--- config.mk ---
export PLATFORM = sky130hd
export DESIGN_NAME = serial_adder16
export DESIGN_NICKNAME = d
export VERILOG_FILES = /design/src/rtl/serial_adder16.sv
export SDC_FILE = /design/constraint.sdc
export NUM_CORES = 1
export LEC_CHECK = 0
export CAP_MARGIN = 20
export CORE_ASPECT_RATIO = 0.5
export CORE_UTILIZATION = 50
export CTS_BUF_LIST = sky130_fd_sc_hd__clkbuf_4 sky130_fd_sc_hd__clkbuf_8
export DETAILED_ROUTE_END_ITERATION = 8
export HOLD_SLACK_MARGIN = 0.15
export PLACE_DENSITY = 0.85
export REMOVE_ABC_BUFFERS = 1
export SLEW_MARGIN = 20
export SYNTH_ARGS = -nofsm -noshare
export SYNTH_HDL_FRONTEND = slang
export SYNTH_SLANG_ARGS = --single-unit
export TNS_END_PERCENT = 100
--- constraint.sdc ---
create_clock -name clk_i -period 3.5 [get_ports clk_i]
set_input_delay 0.525 -clock clk_i [delete_from_list [all_inputs] [get_ports clk_i]]
set_output_delay 0.525 -clock clk_i [all_outputs]
set_load 0.05 [all_outputs]
--- src/rtl/serial_adder16.sv ---
// rtl/serial_adder16.sv - nibble-serial W-bit adder built around one time-multiplexed 4-bit ripple adder
// Operands are latched on accept, summed LS nibble first, and the result is held until consumed.

module fulladder4 (
    input  logic [3:0] a,
    input  logic [3:0] b,
    input  logic       cin,
    output logic [3:0] s,
    output logic       cout
);

    logic [4:0] c;

    assign c[0] = cin;

    genvar i;
    generate
        for (i = 0; i < 4; i++) begin : g_bit
            assign s[i]   = a[i] ^ b[i] ^ c[i];
            assign c[i+1] = (a[i] & b[i]) | (c[i] & (a[i] ^ b[i]));
        end
    endgenerate

    assign cout = c[4];

endmodule

module serial_adder16 #(
    parameter  int NIBBLES = 4,
    localparam int W       = 4 * NIBBLES
) (
    input  logic         clk_i,
    input  logic         rst_n_i,
    input  logic         in_valid_i,
    output logic         in_ready_o,
    input  logic [W-1:0] a_i,
    input  logic [W-1:0] b_i,
    input  logic         carry_i,
    output logic         out_valid_o,
    input  logic         out_ready_i,
    output logic [W-1:0] sum_o,
    output logic         carry_o
);

    localparam int         CW   = (NIBBLES > 1) ? $clog2(NIBBLES) : 1;
    localparam logic [CW-1:0] LAST = CW'(NIBBLES - 1);

    typedef enum logic [1:0] {
        IDLE = 2'd0,
        ADD  = 2'd1,
        DONE = 2'd2
    } state_t;

    state_t        state;
    state_t        state_nxt;

    logic [W-1:0]  a_q;
    logic [W-1:0]  b_q;
    logic [W-1:0]  sum_q;
    logic [W-1:0]  sum_nxt;
    logic [CW-1:0] cnt;
    logic          carry_q;
    logic          cout_q;

    logic [3:0]    a_nib;
    logic [3:0]    b_nib;
    logic [3:0]    nib_sum;
    logic          nib_cout;

    fulladder4 u_fa (
        .a    (a_nib),
        .b    (b_nib),
        .cin  (carry_q),
        .s    (nib_sum),
        .cout (nib_cout)
    );

    // Nibble select and result merge for the current counter position.
    always_comb begin
        a_nib   = '0;
        b_nib   = '0;
        sum_nxt = sum_q;
        for (int i = 0; i < NIBBLES; i++) begin
            if (cnt == CW'(i)) begin
                a_nib            = a_q[4*i +: 4];
                b_nib            = b_q[4*i +: 4];
                sum_nxt[4*i +: 4] = nib_sum;
            end
        end
    end

    always_ff @(posedge clk_i or negedge rst_n_i) begin
        if (!rst_n_i) begin
            state <= IDLE;
        end else begin
            state <= state_nxt;
        end
    end

    always_comb begin
        state_nxt   = state;
        in_ready_o  = 1'b0;
        out_valid_o = 1'b0;
        unique case (state)
            IDLE: begin
                in_ready_o = 1'b1;
                if (in_valid_i) begin
                    state_nxt = ADD;
                end
            end
            ADD: begin
                if (cnt == LAST) begin
                    state_nxt = DONE;
                end
            end
            DONE: begin
                out_valid_o = 1'b1;
                if (out_ready_i) begin
                    state_nxt = IDLE;
                end
            end
            default: begin
                state_nxt = IDLE;
            end
        endcase
    end

    // carry_q chains nibbles; cout_q is the visible carry so it moves only on ADD cycles.
    always_ff @(posedge clk_i or negedge rst_n_i) begin
        if (!rst_n_i) begin
            a_q     <= '0;
            b_q     <= '0;
            sum_q   <= '0;
            cnt     <= '0;
            carry_q <= 1'b0;
            cout_q  <= 1'b0;
        end else begin
            if (state == IDLE && in_valid_i) begin
                a_q     <= a_i;
                b_q     <= b_i;
                carry_q <= carry_i;
                cnt     <= '0;
            end else if (state == ADD) begin
                sum_q   <= sum_nxt;
                carry_q <= nib_cout;
                cout_q  <= nib_cout;
                if (cnt != LAST) begin
                    cnt <= cnt + 1'b1;
                end
            end
        end
    end

    assign sum_o   = sum_q;
    assign carry_o = cout_q;

endmodule

After elaboration in Yosys (flattened, before gate mapping). Cells that the tools add are included.

Add/sub/neg operators: 1. Equal/unequal tests: 9. Multiplexer cells: 19. Bitwise gates (word level): 21. Reductions and logical operators: 12.

Operator list (count): two-way mux 4 bit (8); AND reduction 3 bit (5); two-way mux 2 bit (6); AND 1 bit (8); inequality test 2 bit (second input constant) (4); bitwise XOR 1 bit (8); == test 2 bit (second input constant) (3); case mux 2 bit (3 select lines) (1); == test 2 x 1 -> 1 bit (second input constant) (2); zero test 2 bit (2); two-way mux 1 bit (4); OR 1 bit (4); AND reduction 2 bit (2); nonzero test 2 bit (2); adder 2 x 1 -> 2 bit (second input constant) (1); logical AND 1 bit (1); inverter 1 bit (1).

Bits in registers: 54. Input port bits: 37. Output and inout bits: 19. Word-level logic and storage cells: 72.

Depth between registers and ports, before layout. Gate-level depths: netlist (run 1).

Word-level depth: 16. Gate-level depth with buffers: 12. Gate-level depth less buffers: 11.

Modules after synthesis. From an unflattened synthesis (run 1), not the netlist that was laid out.

Cell total of the unflattened synthesis: 184. Area total of the unflattened synthesis: 2572.5 um2.

Modules (own cells, without submodules): serial_adder16 (times used 1, cells each 170, area an instance 2454.9 um2); fulladder4 (times used 1, cells each 14, area an instance 117.6 um2).

Least setup slack after synthesis (run 1). No wires, ideal clock.

Path type: reg-to-reg. Start: register cnt[1]. End: register sum_q[15], in the netlist sum_o[15]. Setup time: 0.125 ns. Arrival time: 2.933 ns. Required time: 3.375 ns. Path slack: 0.442 ns. Cell stages (with the launch flop): 12. Path buffers: 1. Period minus slack after synthesis: 3.058 ns. Cells stage by stage: dfrtp_1 > inv_1 > ha_1 > clkbuf_1 > o211ai_1 > o221ai_1 > fa_1 > inv_1 > fa_1 > fa_1 > fa_1 > mux2_2.

Longest elaborated chain between the ends: 13. Elaborated cells between the ends (all ways): 27. Classes of those cells: eq/ne: 3; mux: 8; bitwise: 14; reduce/logical: 2.

RTL lines: from (decl) (line 61) `logic [CW-1:0] cnt;`; from (signal assigned) (line 148) `cnt <= cnt + 1'b1;`; zero test 2 bit (line 84) `if (cnt == CW'(i)) begin`; two-way mux 4 bit (4 in series) (line 84); bitwise XOR 1 bit (line 20) `assign c[i+1] = (a[i] & b[i]) | (c[i] & (a[i] ^ b[i]));`; AND 1 bit (line 20); OR 1 bit (line 20); AND 1 bit (line 20); OR 1 bit (line 20); AND 1 bit (line 20); OR 1 bit (line 20); bitwise XOR 1 bit * (line 19) `assign s[i] = a[i] ^ b[i] ^ c[i];`; via nib_sum[3] (line 67) `logic [3:0] nib_sum;`; to (signal assigned) (line 144) `sum_q <= sum_nxt;`; to (decl) (line 59) `logic [W-1:0] sum_q;`.

Mark *: on every way through the listed nets, which the timed path passes. The rest lies on a longest branch. A chain may end at the register's enable or synchronous reset.

Final worst setup path (run 1).
Start: register cnt[0]. End: register sum_q[11], in the netlist sum_o[11].

The elaborated chain is that of the path after synthesis.

==> tab_implementation.tex, run 1 <==
\begin{tabular}{lr}
\hline
Metric & Value \\
\hline
\multicolumn{2}{l}{\textbf{Status}} \\
\quad Run status & complete, no violations \\
\multicolumn{2}{l}{\textbf{Placed design}} \\
\quad \# port buffers & 55 \\
\quad Weighted congestion reported at the end of routability-driven placement & 0.9257 \\
\quad Detailed-placement wirelength estimate & 3989 µm \\
\multicolumn{2}{l}{\textbf{Yosys}} \\
\quad Sequential fraction of the synthesis area & 0.5297 \\
\quad Count of different cell masters after synthesis & 25 \\
\quad Count of synthesis-stage warnings from yosys & 0 \\
\quad Async S/R FF share, synth & 1.000 \\
\quad Most instantiated library cell after synthesis & dfrtp\_1 \\
\quad Post-synth top flop & dfrtp\_1 \\
\quad Synth top area share & 0.5297 \\
\quad Summed instance area of the synthesized netlist & 2551 µm² \\
\quad Post-synth EDFFs & 0 \\
\quad Area leader, netlist & dfrtp\_1 \\
\quad List of most frequent post-synthesis cells & dfrtp\_1 (54), mux2\_4 (28), mux2\_2 (17), nand2\_1 (14), nand3b\_1 (10) \\
\quad Synthesized instance count & 185 \\
\quad Flip-flop and latch count after synthesis & 54 \\
\quad Mean instance size in the synthesized netlist & 13.79 µm² \\
\quad Area contributors post-synth & dfrtp\_1 (53\%), mux2\_4 (16\%), mux2\_2 (7.5\%), fa\_1 (3.1\%), nand3b\_1 (2.9\%) \\
\multicolumn{2}{l}{\textbf{Critical path}} \\
\quad Worst reg2reg startpoint & cnt[0] \\
\quad Origin of the worst setup path & cnt[0] \\
\quad Cell mode on critical path & fa\_1 \\
\quad Critical Path Fanout Max & 8 \\
\quad Cells along the critical path & ha\_1, inv\_1, o221ai\_1, fa\_1, inv\_1, fa\_1, fa\_1, fa\_1, mux2\_2 \\
\quad Worst setup path category & flop to flop \\
\quad Arrival time of the worst setup path & 3.43 ns \\
\quad Slowest stage cell, crit path & fa\_1 \\
\quad Kind of launch point of the worst setup path & flop \\
\quad Worst path max stage delay & 0.51 ns \\
\quad Crit. End Element & flop \\
\quad Data required time of the critical path & 3.68 ns \\
\multicolumn{2}{l}{\textbf{Route}} \\
\quad Pre-antenna DRT Iters & 4 \\
\quad DRT antenna net count & 0 \\
\quad Overall via count from detail\_route & 1647 \\
\quad Total wire length & 5218 µm \\
\quad Initial drt markers & 84 \\
\quad Post-DR vias/cell & 5.296 \\
\quad Mean routed wirelength per cell & 16.78 µm \\
\quad DRC violation count after routing & 0 \\
\multicolumn{2}{l}{\textbf{GRT}} \\
\quad GRT met3 Usage & 0.06000 \\
\quad Met1 usage & 0.3052 \\
\quad Gr ovfl total & 0 \\
\quad Wire length of the first global-routing pass & 8790 µm \\
\quad Global routing met2 resource utilization & 0.3578 \\
\quad All-layer global routing usage & 0.2258 \\
\quad Largest net degree at the start of global routing & 40 \\
\quad Antenna violations before repair & 0 \\
\quad Vias in the first global route & 1767 \\
\quad Layer with the highest usage & met2 \\
\multicolumn{2}{l}{\textbf{Power}} \\
\quad Worst ir drop on vdd & 0.0005196 V \\
\quad Int Pwr & 2.144 mW \\
\quad Combinational cell fraction of total power & 0.589 \\
\quad Sequential share of power & 0.316 \\
\quad Power density normalized to cell area & 1139 nW/µm² \\
\quad Share of power burned in the clock network & 0.095 \\
\quad Sw power & 1.564 mW \\
\quad P\_leak & 1.411 nW \\
\quad Switching part of the total & 0.4217 \\
\multicolumn{2}{l}{\textbf{STA}} \\
\quad Total setup violations reported at the end of the flow & 0 \\
\quad Final hold slack & 0.3215 ns \\
\quad Final Hold Vio Count & 0 \\
\quad RSZ-0062 raised after global routing & false \\
\quad Tightest Pin Transition & 0.8406 ns \\
\quad Slew Limit Fails & 0 \\
\quad Sum Neg Setup Slack & 0 ns \\
\quad Highest clock frequency the design can meet & 0.3074 GHz \\
\quad Post-route clock skew & 0.008396 ns \\
\quad Minimum clock period & 3.253 ns \\
\quad Worst-case headroom to the max-slew limit & 0.4396 \\
\quad Tcrit/Tclk final & 0.9294 \\
\multicolumn{2}{l}{\textbf{Clock network}} \\
\quad Clock H-tree levels & 2 \\
\quad Clk slew on worst S/H paths & 0.09 ns \\
\quad Master cell of the clock root buffer & clkbuf\_8 \\
\quad CTS tree & built \\
\quad Total clock buffers created by CTS & 5 \\
\quad Clock buffer depth & 2 \\
\quad \# Post-CTS Setup Buffers & 0 \\
\quad TritonCTS Sinks & 54 \\
\quad Clock latency on the worst-skew pair & 0.30 ns \\
\multicolumn{2}{l}{\textbf{Floorplanning}} \\
\quad Overall die width & 103.0 µm \\
\quad Die extent in y & 52.51 µm \\
\quad Initial Utilization & 0.5502 \\
\quad Placeable core area & 4637 µm² \\
\quad Die area & 5410 µm² \\
\quad Standard-cell row count & 17 \\
\quad IO Pins & 56 \\
\multicolumn{2}{l}{\textbf{Cells and area}} \\
\quad Final net count & 289 \\
\quad Layout cell share with drive strength beyond 1 & 0.2612 \\
\quad Layout overhead on the synthesized area & 27.66\% \\
\quad Diodes inserted & 0 \\
\multicolumn{2}{l}{\textbf{Min path}} \\
\quad Path type of the worst min-delay path & primary input to asynchronous set/reset pin \\
\multicolumn{2}{l}{\textbf{Flow run}} \\
\quad Max capacitance violation total & 0 \\
\hline
\end{tabular}
-- registers in the layout, indices dropped and copies added (netlist names) --
register  flops
cnt           2
state         2
sum_o        16
carry_q       1
carry_o       1
a_q          16
b_q          16
-- layout make-up --
class                      count  area [µm²]
fill                         352        1380
sequential                    54        1351
multi-input combinational    116        1115
timing repair buffer          61       590.6
clock buffer                   6       82.58
tap                           66       82.58
inverter                       6       22.52
clock inverter                 2       12.51
-- cells by family after synthesis --
| logic type | Yosys count | share of synthesized area |
|---|---|---|
| AND/OR/NAND/NOR | 39 | 0.08191 |
| AO/OA/AOI/OAI | 23 | 0.05934 |
| adder cells (fa/ha/maj) | 8 | 0.05101 |
| XOR/XNOR | 1 | 0.003434 |
| buffers and inverters | 15 | 0.03482 |
| flip-flops | 54 | 0.5297 |
| multiplexers | 45 | 0.2398 |
-- what timing repair did --
action	4_1_cts	5_1_grt
gates resized for setup	0	1
setup endpoints to repair	0	4
hold buffers	0	0
-- power groups by stage --
stage	clock (mW)	sequential (mW)	combinational (mW)
floorplan	0	1.45	1.24
global placement	0	1.17	2.09
detailed placement	0	1.19	2.18
CTS	0.362	1.18	2.19
global route	0.393	1.22	2.37
finish	0.351	1.17	2.18
-- final timing paths --
path                       cells past startpoint   endpoint  slack [ns]
hold / removal                                 1     a_q[7]        0.32
max in group asynchronous                      2    b_q[12]        2.46
setup / recovery                               9  sum_o[11]        0.25
min in group clk_i                             2  sum_o[12]        0.49
hold reg to reg                                2  sum_o[12]        0.49
setup reg to reg                               9  sum_o[11]        0.25
-- through the flow --
stage	utilization	std cells	power (mW)	instance area [µm²]	setup slack (ns)
floorplan	-	176	2.693	2485	0.4432
global placement	0.6813	303	3.257	3159	0.4432
detailed placement	0.6813	303	3.361	3159	0.2186
CTS	0.7018	311	3.726	3254	0.2009
global route	0.7024	311	3.974	3257	0.04819
finish	0.7024	311	3.708	3257	0.2472
-- routing by layer --
metal	vias to the layer above	share of wire
li1	769	-
met1	816	0.45
met2	56	0.47
met3	6	0.062
met4	0	0.012
met5	-	0
-- critical path: cells and delay by family (launching register included) --
family	cells	cell delay [ns]
buffers and inverters	2	0.28
multiplexers	1	0.29
adder cells (fa/ha/maj)	5	1.83
flip-flops	1	0.42
AO/OA/AOI/OAI	1	0.31
-- cells in the final DEF, fill, tap and decap left out --
master / instances
dfrtp_1: 54
clkdlybuf4s50_1: 54
mux2_4: 28
mux2_2: 17
nand2_1: 14
nand3b_1: 10
inv_1: 6
o22ai_1: 6
a31oi_1: 6
clkbuf_8: 6
buf_4: 6
nor2_1: 5
o21ai_0: 5
fa_1: 4
ha_1: 4
nand2b_1: 3
o211ai_1: 3
o221ai_1: 2
nand3_1: 2
nor2_2: 1
and2_2: 1
nor3b_1: 1
or2_2: 1
xnor2_1: 1
or4b_1: 1
o221a_2: 1
clkinvlp_4: 1
clkinv_2: 1
buf_2: 1
No activity file was read; power rests on OpenSTA's default activity.
==> run 2, diff against run 1 <==
CORE_MARGIN = 10   (was not set)
==> run 2 against run 1 <==
Net effect:
- critical path depth up 1
- clock skew grew 0.0011 ns
- via count up 0.30%
- combinational power about the same
- critical endpoint is now sum_o[15]
==> tab_implementation.tex, run 2 (synthesis results as in run 1) <==
\begin{tabular}{lr}
\hline
Metric & Value \\
\hline
\multicolumn{2}{l}{\textbf{Floorplanning}} \\
\quad Placeable core area & 4932 µm² \\
\quad Initial Utilization & 0.5173 \\
\quad Overall die width & 121.0 µm \\
\quad Die area & 8533 µm² \\
\quad IO Pins & 56 \\
\quad Standard-cell row count & 18 \\
\quad Die extent in y & 70.51 µm \\
\multicolumn{2}{l}{\textbf{STA}} \\
\quad Tightest Pin Transition & 0.6612 ns \\
\quad Sum Neg Setup Slack & 0 ns \\
\quad Slew Limit Fails & 0 \\
\quad Highest clock frequency the design can meet & 0.3023 GHz \\
\quad Total setup violations reported at the end of the flow & 0 \\
\quad Tcrit/Tclk final & 0.9452 \\
\quad Final Hold Vio Count & 0 \\
\quad Minimum clock period & 3.308 ns \\
\quad Worst-case headroom to the max-slew limit & 0.5592 \\
\quad Post-route clock skew & 0.009459 ns \\
\quad RSZ-0062 raised after global routing & false \\
\multicolumn{2}{l}{\textbf{Route}} \\
\quad Total wire length & 5621 µm \\
\quad DRC violation count after routing & 0 \\
\quad DRT antenna net count & 0 \\
\quad Post-DR vias/cell & 5.278 \\
\quad Pre-antenna DRT Iters & 4 \\
\quad Mean routed wirelength per cell & 17.96 µm \\
\quad Overall via count from detail\_route & 1652 \\
\quad Initial drt markers & 121 \\
\multicolumn{2}{l}{\textbf{Cells and area}} \\
\quad Non-filler instance count after layout & 313 \\
\quad Filler cell count & 342 \\
\quad Most frequent cells in the layout & dfrtp\_1 (54), clkdlybuf4s50\_1 (54), mux2\_4 (28) \\
\quad Diodes inserted & 0 \\
\quad Layout overhead on the synthesized area & 28.05\% \\
\quad Layout cell share with drive strength beyond 1 & 0.2593 \\
\quad Final net count & 287 \\
\multicolumn{2}{l}{\textbf{Clock network}} \\
\quad CTS tree & built \\
\quad Clk slew on worst S/H paths & 0.10 ns \\
\quad TritonCTS Sinks & 54 \\
\quad Master cell of the clock root buffer & clkbuf\_8 \\
\quad Total clock buffers created by CTS & 5 \\
\quad \# Post-CTS Setup Buffers & 0 \\
\quad Clock H-tree levels & 2 \\
\quad Clock buffer depth & 2 \\
\quad Clock latency on the worst-skew pair & 0.31 ns \\
\multicolumn{2}{l}{\textbf{Critical path}} \\
\quad Kind of launch point of the worst setup path & flop \\
\quad Crit. End Element & flop \\
\quad Critical Path Fanout Max & 17 \\
\quad Data required time of the critical path & 3.69 ns \\
\quad Worst setup path category & flop to flop \\
\quad Arrival time of the worst setup path & 3.50 ns \\
\multicolumn{2}{l}{\textbf{Power}} \\
\quad Sw power & 1.581 mW \\
\quad Worst ir drop on vdd & 0.0005578 V \\
\quad Switching part of the total & 0.4197 \\
\quad Combinational cell fraction of total power & 0.581 \\
\quad Share of power burned in the clock network & 0.105 \\
\quad Int Pwr & 2.186 mW \\
\quad Power density normalized to cell area & 1153 nW/µm² \\
\quad Sequential share of power & 0.314 \\
\quad P\_leak & 1.413 nW \\
\multicolumn{2}{l}{\textbf{Placed design}} \\
\quad \# port buffers & 55 \\
\quad Number of instances in the placed design & 305 \\
\quad Weighted congestion reported at the end of routability-driven placement & 0.8828 \\
\quad Detailed-placement wirelength estimate & 4275 µm \\
\multicolumn{2}{l}{\textbf{GRT}} \\
\quad Gr ovfl total & 0 \\
\quad Wire length of the first global-routing pass & 9121 µm \\
\quad Vias in the first global route & 1774 \\
\quad Largest net degree at the start of global routing & 55 \\
\quad All-layer global routing usage & 0.1313 \\
\quad Antenna violations before repair & 0 \\
\multicolumn{2}{l}{\textbf{Flow run}} \\
\quad Max capacitance violation total & 0 \\
\multicolumn{2}{l}{\textbf{Min path}} \\
\quad Path type of the worst min-delay path & primary input to asynchronous set/reset pin \\
\multicolumn{2}{l}{\textbf{Status}} \\
\quad Run status & complete, no violations \\
\hline
\end{tabular}
run 2: cell type report:
class	instances	area, µm²	share of cell area
flip-flops and latches	54	1351	0.4136
multi-input cells	116	1117	0.3420
repair buffers	59	578.1	0.1769
clock buffers	8	110.1	0.03370
well taps	70	87.58	0.02681
inverters	6	22.52	0.006894
run 2: metrics by stage:
step / area [µm²] / power (mW) / hold slack [ns] / util / setup slack [ns]
4_1_cts: 3259 / 3.774 / 0.4925 / 0.6608 / 0.1663
5_1_grt: 3267 / 4.021 / 0.2877 / 0.6624 / 0.002756
2_1_floorplan: 2485 / 2.693 / 0.2294 / - / 0.4432
3_5_place_dp: 3149 / 3.363 / 0.4742 / 0.6385 / 0.2135
3_3_place_gp: 3149 / 3.268 / 0.4615 / 0.6385 / 0.3522
6_report: 3267 / 3.766 / 0.2475 / 0.6624 / 0.1920
run 2: final timing paths:
path                          start  depth (start not counted)  slack, ns        end
setup / recovery             cnt[1]                         10       0.19  sum_o[15]
hold / removal              rst_n_i                          1       0.25     cnt[1]
setup reg to reg             cnt[1]                         10       0.19  sum_o[15]
hold reg to reg            sum_o[8]                          2       0.49   sum_o[8]
max in group asynchronous   rst_n_i                          1       2.82   sum_o[0]
min in group clk_i         sum_o[8]                          2       0.49   sum_o[8]
run 2: layer usage:
metal	share of wire	wire (µm)	global-route usage
met5	0	0	0
met4	0.010	56	0.04255
met3	0.063	354	0.03448
met2	0.47	2640	0.2095
met1	0.46	2570	0.1699
run 2: power by group through the flow:
stage | clock [mW] | combinational [mW] | sequential (mW)
2_1_floorplan | 0 | 1.24 | 1.45
4_1_cts | 0.400 | 2.19 | 1.18
6_report | 0.395 | 2.19 | 1.18
3_5_place_dp | 0 | 2.17 | 1.19
5_1_grt | 0.424 | 2.37 | 1.23
3_3_place_gp | 0 | 2.09 | 1.18
run 2: what timing repair did:
action / 4_1_cts / 5_1_grt
gates resized for setup: 0 / 2
setup endpoints to repair: 0 / 4
hold buffers: 0 / 0
run 2: worst max-delay path: stages (launching register included):
cell and delay [ns]:
dfrtp_1 0.42, inv_1 0.11, ha_1 0.50, o211ai_1 0.16, o221ai_1 0.13, fa_1 0.24
inv_1 0.06, fa_1 0.37, fa_1 0.39, fa_1 0.51, mux2_2 0.30
